File: src/rtl/loadable_counter_if.sv
// Control and data bundle for loadable_counter. The bench drives it through the master modport;
// the counter uses the slave modport.
interface loadable_counter_if #(
  parameter int WIDTH = 9
);
  logic             CE;
  logic             LOAD;
  logic             RLDWR;
  logic             AUTO;
  logic [WIDTH-1:0] D;
  logic [WIDTH-1:0] CMP;
  logic [WIDTH-1:0] Q;
  logic [WIDTH-1:0] R;
  logic             TERM;
  logic             EVENT;

  modport master (
    output CE, LOAD, RLDWR, AUTO, D, CMP,
    input  Q, R, TERM, EVENT
  );

  modport slave (
    input  CE, LOAD, RLDWR, AUTO, D, CMP,
    output Q, R, TERM, EVENT
  );
endinterface

File: src/rtl/loadable_counter.sv
// Up-counter with immediate load, compare, and auto-reload from R.
// Outputs: combinational terminal count (TERM) and a one-cycle registered EVENT strobe.
module loadable_counter #(
  parameter int WIDTH = 9
) (
  input logic              MasterClock,
  input logic              RESETL,
  loadable_counter_if.slave bus
);
  logic [WIDTH-1:0] r_q;
  logic [WIDTH-1:0] r_r;
  logic             r_event;
  logic             w_sel1;
  logic             w_sel0;
  logic             w_term;
  logic [WIDTH-1:0] w_inc;
  logic [WIDTH-1:0] w_q_next;

  assign w_sel1 = bus.LOAD;
  assign w_sel0 = bus.CE & ~bus.LOAD;
  assign w_term = w_sel0 & (r_q == bus.CMP);

  // On terminal count in auto mode, the increment leg is fed from R instead of Q+1.
  assign w_inc = (w_term & bus.AUTO) ? r_r : (r_q + WIDTH'(1));

  always_comb begin
    w_q_next = r_q;
    for (int unsigned i = 0; i < WIDTH; i++) begin
      w_q_next[i] = w_sel1 ? bus.D[i] : (w_sel0 ? w_inc[i] : r_q[i]);
    end
  end

  always_ff @(posedge MasterClock or negedge RESETL) begin
    if (!RESETL) begin
      r_q     <= '0;
      r_r     <= '0;
      r_event <= 1'b0;
    end else begin
      r_q     <= w_q_next;
      r_event <= w_term;
      if (bus.RLDWR) r_r <= bus.D;
    end
  end

  assign bus.Q     = r_q;
  assign bus.R     = r_r;
  assign bus.TERM  = w_term;
  assign bus.EVENT = r_event;
endmodule

File: src/flat_wrapper.sv
// flat-port wrapper written by rule: the top's interface ports become plain ports
module loadable_counter_flat 
#(
  parameter int WIDTH = 9
)
  (MasterClock, RESETL, bus_CE, bus_LOAD, bus_RLDWR, bus_AUTO, bus_D, bus_CMP, bus_Q, bus_R, bus_TERM, bus_EVENT);
  loadable_counter_if #(.WIDTH(WIDTH)) bus_i ();
  input logic MasterClock;
  input logic RESETL;
  input wire logic [$bits(bus_i.CE)-1:0] bus_CE;
  input wire logic [$bits(bus_i.LOAD)-1:0] bus_LOAD;
  input wire logic [$bits(bus_i.RLDWR)-1:0] bus_RLDWR;
  input wire logic [$bits(bus_i.AUTO)-1:0] bus_AUTO;
  input wire logic [$bits(bus_i.D)-1:0] bus_D;
  input wire logic [$bits(bus_i.CMP)-1:0] bus_CMP;
  output wire logic [$bits(bus_i.Q)-1:0] bus_Q;
  output wire logic [$bits(bus_i.R)-1:0] bus_R;
  output wire logic [$bits(bus_i.TERM)-1:0] bus_TERM;
  output wire logic [$bits(bus_i.EVENT)-1:0] bus_EVENT;
  assign bus_i.CE = bus_CE;
  assign bus_i.LOAD = bus_LOAD;
  assign bus_i.RLDWR = bus_RLDWR;
  assign bus_i.AUTO = bus_AUTO;
  assign bus_i.D = bus_D;
  assign bus_i.CMP = bus_CMP;
  assign bus_Q = bus_i.Q;
  assign bus_R = bus_i.R;
  assign bus_TERM = bus_i.TERM;
  assign bus_EVENT = bus_i.EVENT;
  loadable_counter #(.WIDTH(WIDTH)) u_core (.MasterClock(MasterClock), .RESETL(RESETL), .bus(bus_i));
endmodule
File: config.mk
export PLATFORM = sky130hd
export DESIGN_NAME = loadable_counter_flat
export DESIGN_NICKNAME = d
export VERILOG_FILES = /design/src/rtl/loadable_counter_if.sv /design/src/rtl/loadable_counter.sv /design/src/flat_wrapper.sv
export SDC_FILE = /design/constraint.sdc
export NUM_CORES = 1
export LEC_CHECK = 0
export CAP_MARGIN = 20
export CORE_MARGIN = 1.5
export CORE_UTILIZATION = 46
export DETAILED_ROUTE_END_ITERATION = 8
export GPL_ROUTABILITY_DRIVEN = 0
export PLACE_DENSITY = 0.84
export SETUP_SLACK_MARGIN = 0.1
export SLEW_MARGIN = 15
export SYNTH_ARGS = -nofsm -noshare
export SYNTH_HDL_FRONTEND = slang
export SYNTH_SLANG_ARGS = --single-unit
export TNS_END_PERCENT = 30
File: constraint.sdc
create_clock -name MasterClock -period 2.6 [get_ports MasterClock]
set_input_delay 0.39 -clock MasterClock [delete_from_list [all_inputs] [get_ports MasterClock]]
set_output_delay 0.39 -clock MasterClock [all_outputs]
set_load 0.05 [all_outputs]
==> impl_metrics.csv, run 1 <==
group,metric,value,unit
status,status,"finished clean",
placement,dp_hpwl,2152,µm
worst_setup_path,required,2.21,ns
sta,setup_viol,0,
worst_setup_path,cp-end-kind,"primary output",
logic_synthesis,synth.avg_cell_area,10.54,µm²
sta,finalHoldViolations,0,
min_path,min_to,"u_core.bus.R[2]$_DFFE_PN0P_",
sta,fin_crit_sh,85.68,%
worst_setup_path,arrival,1.84,ns
clock_network,cts_tree,"built",
power_and_ir_drop,total_power,849.9,µW
grt,grt.total_usage,23.12,%
power_and_ir_drop,vdd_ir_drop_max,0.3622,mV
grt,grt_overflow,0,
drt,wl_per_cell,15.73,µm
placement,placed_cells,178,
grt,antenna_found_initial,0,
power_and_ir_drop,power_density,519.3,nW/µm²
logic_synthesis,syn_inst,108,
clock_network,cts_made_buffers,3,
clock_network,clock_latency,0.30,ns
clock_network,clockBufferDepth,2,
worst_setup_path,r2r_end,"u_core.bus.Q[5]$_DFFE_PN0P_",
drt,vias,1009,
logic_synthesis,yosysWarningCount,0,
grt,grt_pass1_vias,996,
drt,drc_errors,0,
logic_synthesis,syn_nets,133,
worst_setup_path,rr_worst_depth,6,
sta,finalCriticalPeriod,2.228,ns
sta,rsz0062_at_grt,"false",
sta,setup-tns-final,0,ns
placement,io_buffers,43,
die,die-area,2783,µm²
clock_network,cts_root_buf,"clkbuf_4",
logic_synthesis,synth.distinct_cells,26,
clock_network,numClockSinks,19,
sta,drv_slew,0,
die,coreArea,2276,µm²
grt,grt_max_degree,20,
min_path,holdCritStartpoint,"u_core.bus.R[2]$_DFFE_PN0P_",
drt,vias_per_cell,5.544,
min_path,hp-class,"reg -> reg",
cells_and_area,num_antenna_cells,0,
drt,wirelength,2862,µm
clock_network,htree_levels,1,
cells_and_area,fin_nets,180,
cells_and_area,area_growth,43.74,%
job,cap_violations,0,
worst_setup_path,path_class,"in -> out",
worst_setup_path,regToRegSetupSlack,0.66,ns
sta,relSlewSlack,42.13,%
clock_network,cts_resized,0,
die,row_count,17,
min_path,holdPathStages,1,
drt,ant_nets,0,
logic_synthesis,synth_top_cell_by_area,"dfrtp_1",
logic_synthesis,synth.area.top_cells,"dfrtp_1 42%, xor2_1 9.2%, mux2_2 7.9%",
grt,grt_pass1_wl,4643,µm
die,io_pins,44,
worst_setup_path,start_kind,"input pin",
logic_synthesis,netlist.area_leader.share,41.76,%
cells_and_area,drive_gt1_share,13.64,%
logic_synthesis,ys_seq_elements,19,
worst_setup_path,path_max_fanout,3,
sta,fin_skew,0.004393,ns
sta,tightestPinTransition,0.8653,ns
clock_network,cts_setup_buffers,0,
clock_network,postCtsHoldBufs,0,
logic_synthesis,ys_seq_area_share,41.76,%
logic_synthesis,syn_area,1139,µm²
worst_setup_path,reg2reg_from,"u_core.bus.Q[4]$_DFFE_PN0P_",
power_and_ir_drop,leakagePower,0.0007148,µW
drt,dr.pass1.iters,4,
die,die_w,52.75,µm
die,start_util,50.03,%
drt,first_iter_violations,16,
clock_network,clk_pin_slew,0.11,ns
die,die_h,52.75,µm
cells_and_area,layout.cells.non_filler,182,
sta,max_freq,448.9,MHz
area by class of cell:
class | instances | area [µm²]
Fill cell | 163 | 639.4
Multi-Input combinational cell | 80 | 614.3
Sequential cell | 19 | 475.5
Timing Repair Buffer | 47 | 470.5
Tap cell | 28 | 35.03
Clock buffer | 4 | 26.28
Inverter | 4 | 15.01
logic make-up after synthesis:
kind of cell	count (synthesis)	synth area share (%)
buf+inv	9	4.285
mux	16	15.38
simple gates	27	15.27
fa+ha+maj	1	1.099
compound gates	20	9.890
flops	19	41.76
xor+xnor	16	12.31
Yosys cell counts:
library cell,number
nor3b_1,6
clkbuf_1,3
o211a_1,1
nand2b_1,1
inv_1,4
xor2_1,12
nand2b_4,1
and2_1,1
o21ai_2,1
mux2_4,1
o31a_1,1
and3_1,1
o21ai_0,8
xnor2_1,4
mux2i_1,7
nand4_1,3
dfrtp_1,19
nor3_1,3
ha_1,1
buf_6,2
mux2_2,8
nor4_2,2
nand2_1,2
a21oi_1,9
nor2_1,4
nand3_1,3
layout by cell type, fill, tap and decap left out, drive strengths merged, types with 2 or more instances in the layout:
cell type	n
nand4	3
inv	4
clkbuf	4
dfrtp	19
a21oi	9
nor3b	6
nor4	2
nor3	3
xnor2	4
clkdlybuf4s50	42
buf	5
mux2i	7
nand2	2
nand2b	2
nor2	4
nand3	3
mux2	9
o21ai	9
xor2	12
worst max-delay path, cell delays in order:
cell,delay [ns]
clkdlybuf4s50_1,0.43
xor2_1,0.18
nor4_2,0.38
and3_1,0.30
buf_12,0.16
per-layer routing:
metal  global-route usage [%]  up-vias  share of wire (%)
li1                         -      481                  -
met1                    27.21      488                 40
met2                    42.08       36                 53
met3                    3.714        4                6.0
met4                    7.692        0                1.0
met5                        0        -                  0
stage by stage:
stage	setup slack [ns]	instance area, µm²	hold slack, ns	utilization [%]
6_report	0.3723	1637	0.5472	71.91
2_1_floorplan	0.5180	1139	0.09441	-
4_1_cts	0.3805	1637	0.5520	71.91
3_5_place_dp	0.3507	1610	0.5223	70.75
3_3_place_gp	0.3975	1610	0.5185	70.75
5_1_grt	0.3237	1637	0.5738	71.91
power breakdown:
group / total, µW / internal (µW) / leakage [µW] / switching, µW
registers: 365 / 325 / 0.000229 / 40.2
clock network: 153 / 59.8 / 0.0000150 / 93.1
logic: 332 / 140 / 0.000471 / 192
how the worst max path moves through the flow:
stage | startpoint | to | depth (start not counted)
3_5_place_dp | bus_CMP[4] | u_core.bus.Q[5]$_DFFE_PN0P_ | 7
4_1_cts | bus_CMP[4] | bus_TERM | 5
2_1_floorplan | u_core.bus.Q[5]$_DFFE_PN0P_ | bus_TERM | 3
6_report | bus_CMP[4] | bus_TERM | 5
5_1_grt | bus_CMP[4] | bus_TERM | 5
3_3_place_gp | bus_CMP[8] | u_core.bus.Q[5]$_DFFE_PN0P_ | 7
sequential cells by signal, summed over array words and instances, names as in the netlist:
name and count:
u_core.bus.EVENT 1, u_core.bus.R 9, u_core.bus.Q 9
Power figures use the tool's default switching activity.
==> run 2, diff against run 1 <==
ABC_AREA = 1   (was not set)
CORE_UTILIZATION = 48   (was 46)
PLACE_DENSITY = 0.85   (was 0.84)
==> run 2 against run 1 <==
  * Global-route usage rose by 2.4 points
  * Largest cell class unchanged
  * Non-clock buffer count fell by 3
  * Die area rose by 3.8%
  * Sequential share of layout area fell by 1.7 points
  * Critical path depth rose by 1
  * Fmax fell by 3.3%
  * Critical endpoint unchanged
==> impl_metrics.csv, run 2 <==
group,metric,value,unit
status,status,"finished clean",
logic_synthesis,synth.area.top_cells,"dfrtp_1 38%, nand2_1 13%, inv_1 6.4%",
clock_network,cts_made_buffers,3,
power_and_ir_drop,p_clk_share,18.0,%
die,die_w,53.75,µm
logic_synthesis,synth-edff-count,0,
logic_synthesis,synth_top_cell_by_area,"dfrtp_1",
worst_setup_path,required,2.21,ns
logic_synthesis,synth.distinct_cells,24,
placement,pre_cts_ws,0.3150,ns
grt,grt_max_degree,20,
power_and_ir_drop,total_power,871.4,µW
logic_synthesis,post-synth-top-count-cell,"nand2_1",
die,row_count,18,
logic_synthesis,syn_nets,184,
clock_network,postCtsHoldBufs,0,
clock_network,numClockSinks,19,
worst_setup_path,arrival,1.91,ns
worst_setup_path,cpPeakStageDelay,0.51,ns
grt,antenna_found_initial,0,
min_path,hp-class,"in -> async",
drt,vias_per_cell,5.584,
worst_setup_path,cp-end-kind,"primary output",
drt,first_iter_violations,30,
power_and_ir_drop,switching_share,41.09,%
grt,grt_overflow,0,
cells_and_area,fin_nets,229,
drt,dr.pass1.iters,4,
clock_network,cts_root_buf,"clkbuf_4",
sta,drv_slew,0,
worst_setup_path,start_kind,"input pin",
logic_synthesis,syn_inst,159,
cells_and_area,utilization,70.85,%
sta,tightestPinTransition,0.8660,ns
sta,max_freq,433.9,MHz
sta,finalCriticalPeriod,2.305,ns
clock_network,clock_latency,0.30,ns
worst_setup_path,crit_path_cell_trace,"clkdlybuf4s50_1 > inv_2 > nor2_8 > nand3_2 > nor4_2 > buf_12",
cells_and_area,drive_gt1_share,10.34,%
clock_network,clockBufferDepth,2,
sta,finalHoldViolations,0,
power_and_ir_drop,combPwrFrac,40.5,%
cells_and_area,area_growth,40.69,%
sta,setup-tns-final,0,ns
job,cap_violations,0,
sta,rsz0062_at_grt,"false",
grt,grt_pass1_wl,5230,µm
worst_setup_path,path_class,"in -> out",
worst_setup_path,crit_family,"buffers and inverters",
sta,relSlewSlack,42.08,%
power_and_ir_drop,vdd_ir_drop_max,0.3847,mV
die,coreArea,2455,µm²
drt,ant_nets,0,
sta,fin_skew,0.003290,ns
sta,setup_viol,0,
die,start_util,50.36,%
die,die-area,2889,µm²
logic_synthesis,synth_ff_type,"dfrtp_1",
logic_synthesis,ys_seq_area_share,38.46,%
clock_network,cts_tree,"built",
power_and_ir_drop,leakagePower,0.0008216,µW
grt,grt_pass1_vias,1217,
drt,vias,1301,
logic_synthesis,syn_area,1236,µm²
sta,fin_crit_sh,88.65,%
cells_and_area,layout.cells.most_common,"nand2_1",
power_and_ir_drop,power_density,501.1,nW/µm²
drt,drc_errors,0,
worst_setup_path,cp_num_buf_inv,3,
drt,wirelength,3281,µm
logic_synthesis,netlist.area_leader.share,38.46,%
die,io_pins,44,
worst_setup_path,path_max_fanout,10,
clock_network,cts_resized,0,
grt,grt.total_usage,25.56,%
drt,wl_per_cell,14.08,µm
placement,dp_hpwl,2346,µm
cells_and_area,mostFrequentLayoutCells,"43 x nand2_1, 42 x clkdlybuf4s50_1, 21 x inv_1",
clock_network,clk_pin_slew,0.12,ns
logic_synthesis,synthArstFlopShare,100.0,%
worst_setup_path,slowest_stage,"clkdlybuf4s50_1",
cells_and_area,fillers,185,
die,die_h,53.75,µm
sta,setup_ws,0.2952,ns
power_and_ir_drop,seq_power_share,41.6,%
placement,io_buffers,43,
cells_and_area,num_antenna_cells,0,
logic_synthesis,yosysWarningCount,0,
logic_synthesis,yosys-top-cells-count,"43 x nand2_1, 21 x inv_1, 19 x dfrtp_1",
logic_synthesis,ys_seq_elements,19,
clock_network,cts_setup_buffers,0,
power_and_ir_drop,internal_power,513.3,µW
power_and_ir_drop,p_sw,358.1,µW
clock_network,htree_levels,1,
logic_synthesis,synth.avg_cell_area,7.775,µm²
-- run 2: power by group through the flow --
| stage | logic [µW] | clock network (µW) | registers [µW] |
|---|---|---|---|
| after floorplan | 123 | 0 | 459 |
| after global routing | 378 | 166 | 365 |
| after global placement | 343 | 0 | 364 |
| final | 353 | 157 | 362 |
| after detailed placement | 350 | 0 | 366 |
| after CTS | 353 | 155 | 361 |
-- run 2: cell families (layout without fill, tap and decap cells) --
| kind of cell | count (synthesis) | in the layout | synth area share (%) |
|---|---|---|---|
| AO/OA/AOI/OAI | 18 | 18 | 9.109 |
| XOR/XNOR | 10 | 10 | 7.085 |
| adder cells (fa/ha/maj) | 1 | 1 | 1.012 |
| buffers and inverters | 28 | 72 | 8.603 |
| flip-flops | 19 | 19 | 38.46 |
| AND/OR/NAND/NOR | 83 | 83 | 35.73 |
-- run 2: area by class of cell --
type	instances	area [µm²]	share of cell area, %
timing repair buffer	44	447.9	25.76
sequential	19	475.5	27.34
tap	30	37.54	2.158
inverter	24	90.09	5.180
multi-input combinational	112	660.6	37.99
clock inverter	1	5.005	0.2878
clock buffer	3	22.52	1.295
-- run 2: worst paths after layout --
check                                                 start  slack (ns)                           to  depth (start not counted)
worst max-delay path                                 bus_CE        0.30                     bus_TERM                          6
min in group MasterClock        u_core.bus.R[5]$_DFFE_PN0P_        0.56  u_core.bus.R[5]$_DFFE_PN0P_                          2
max in group asynchronous                            RESETL        1.50  u_core.bus.R[4]$_DFFE_PN0P_                          1
worst min register to register  u_core.bus.R[5]$_DFFE_PN0P_        0.56  u_core.bus.R[5]$_DFFE_PN0P_                          2
worst max register to register  u_core.bus.Q[0]$_DFFE_PN0P_        0.94  u_core.bus.Q[8]$_DFFE_PN0P_                         10
worst min-delay path                                 RESETL        0.56  u_core.bus.R[3]$_DFFE_PN0P_                          1
-- run 2: metal layers --
metal | global-route usage, % | wire length [µm] | vias to the layer above
li1 | - | - | 606
met4 | 13.68 | 59 | 0
met3 | 2.778 | 368 | 6
met1 | 31.74 | 1206 | 607
met2 | 43.29 | 1646 | 82
met5 | 0 | 0 | -
-- run 2: stage by stage --
stage                     cells  hold slack, ns  instance area [µm²]
after global placement      229          0.5370                 1712
after global routing        233          0.6040                 1739
after floorplan             159         0.09441                 1242
final                       233          0.5573                 1739
after detailed placement    229          0.5428                 1712
after CTS                   233          0.5616                 1739
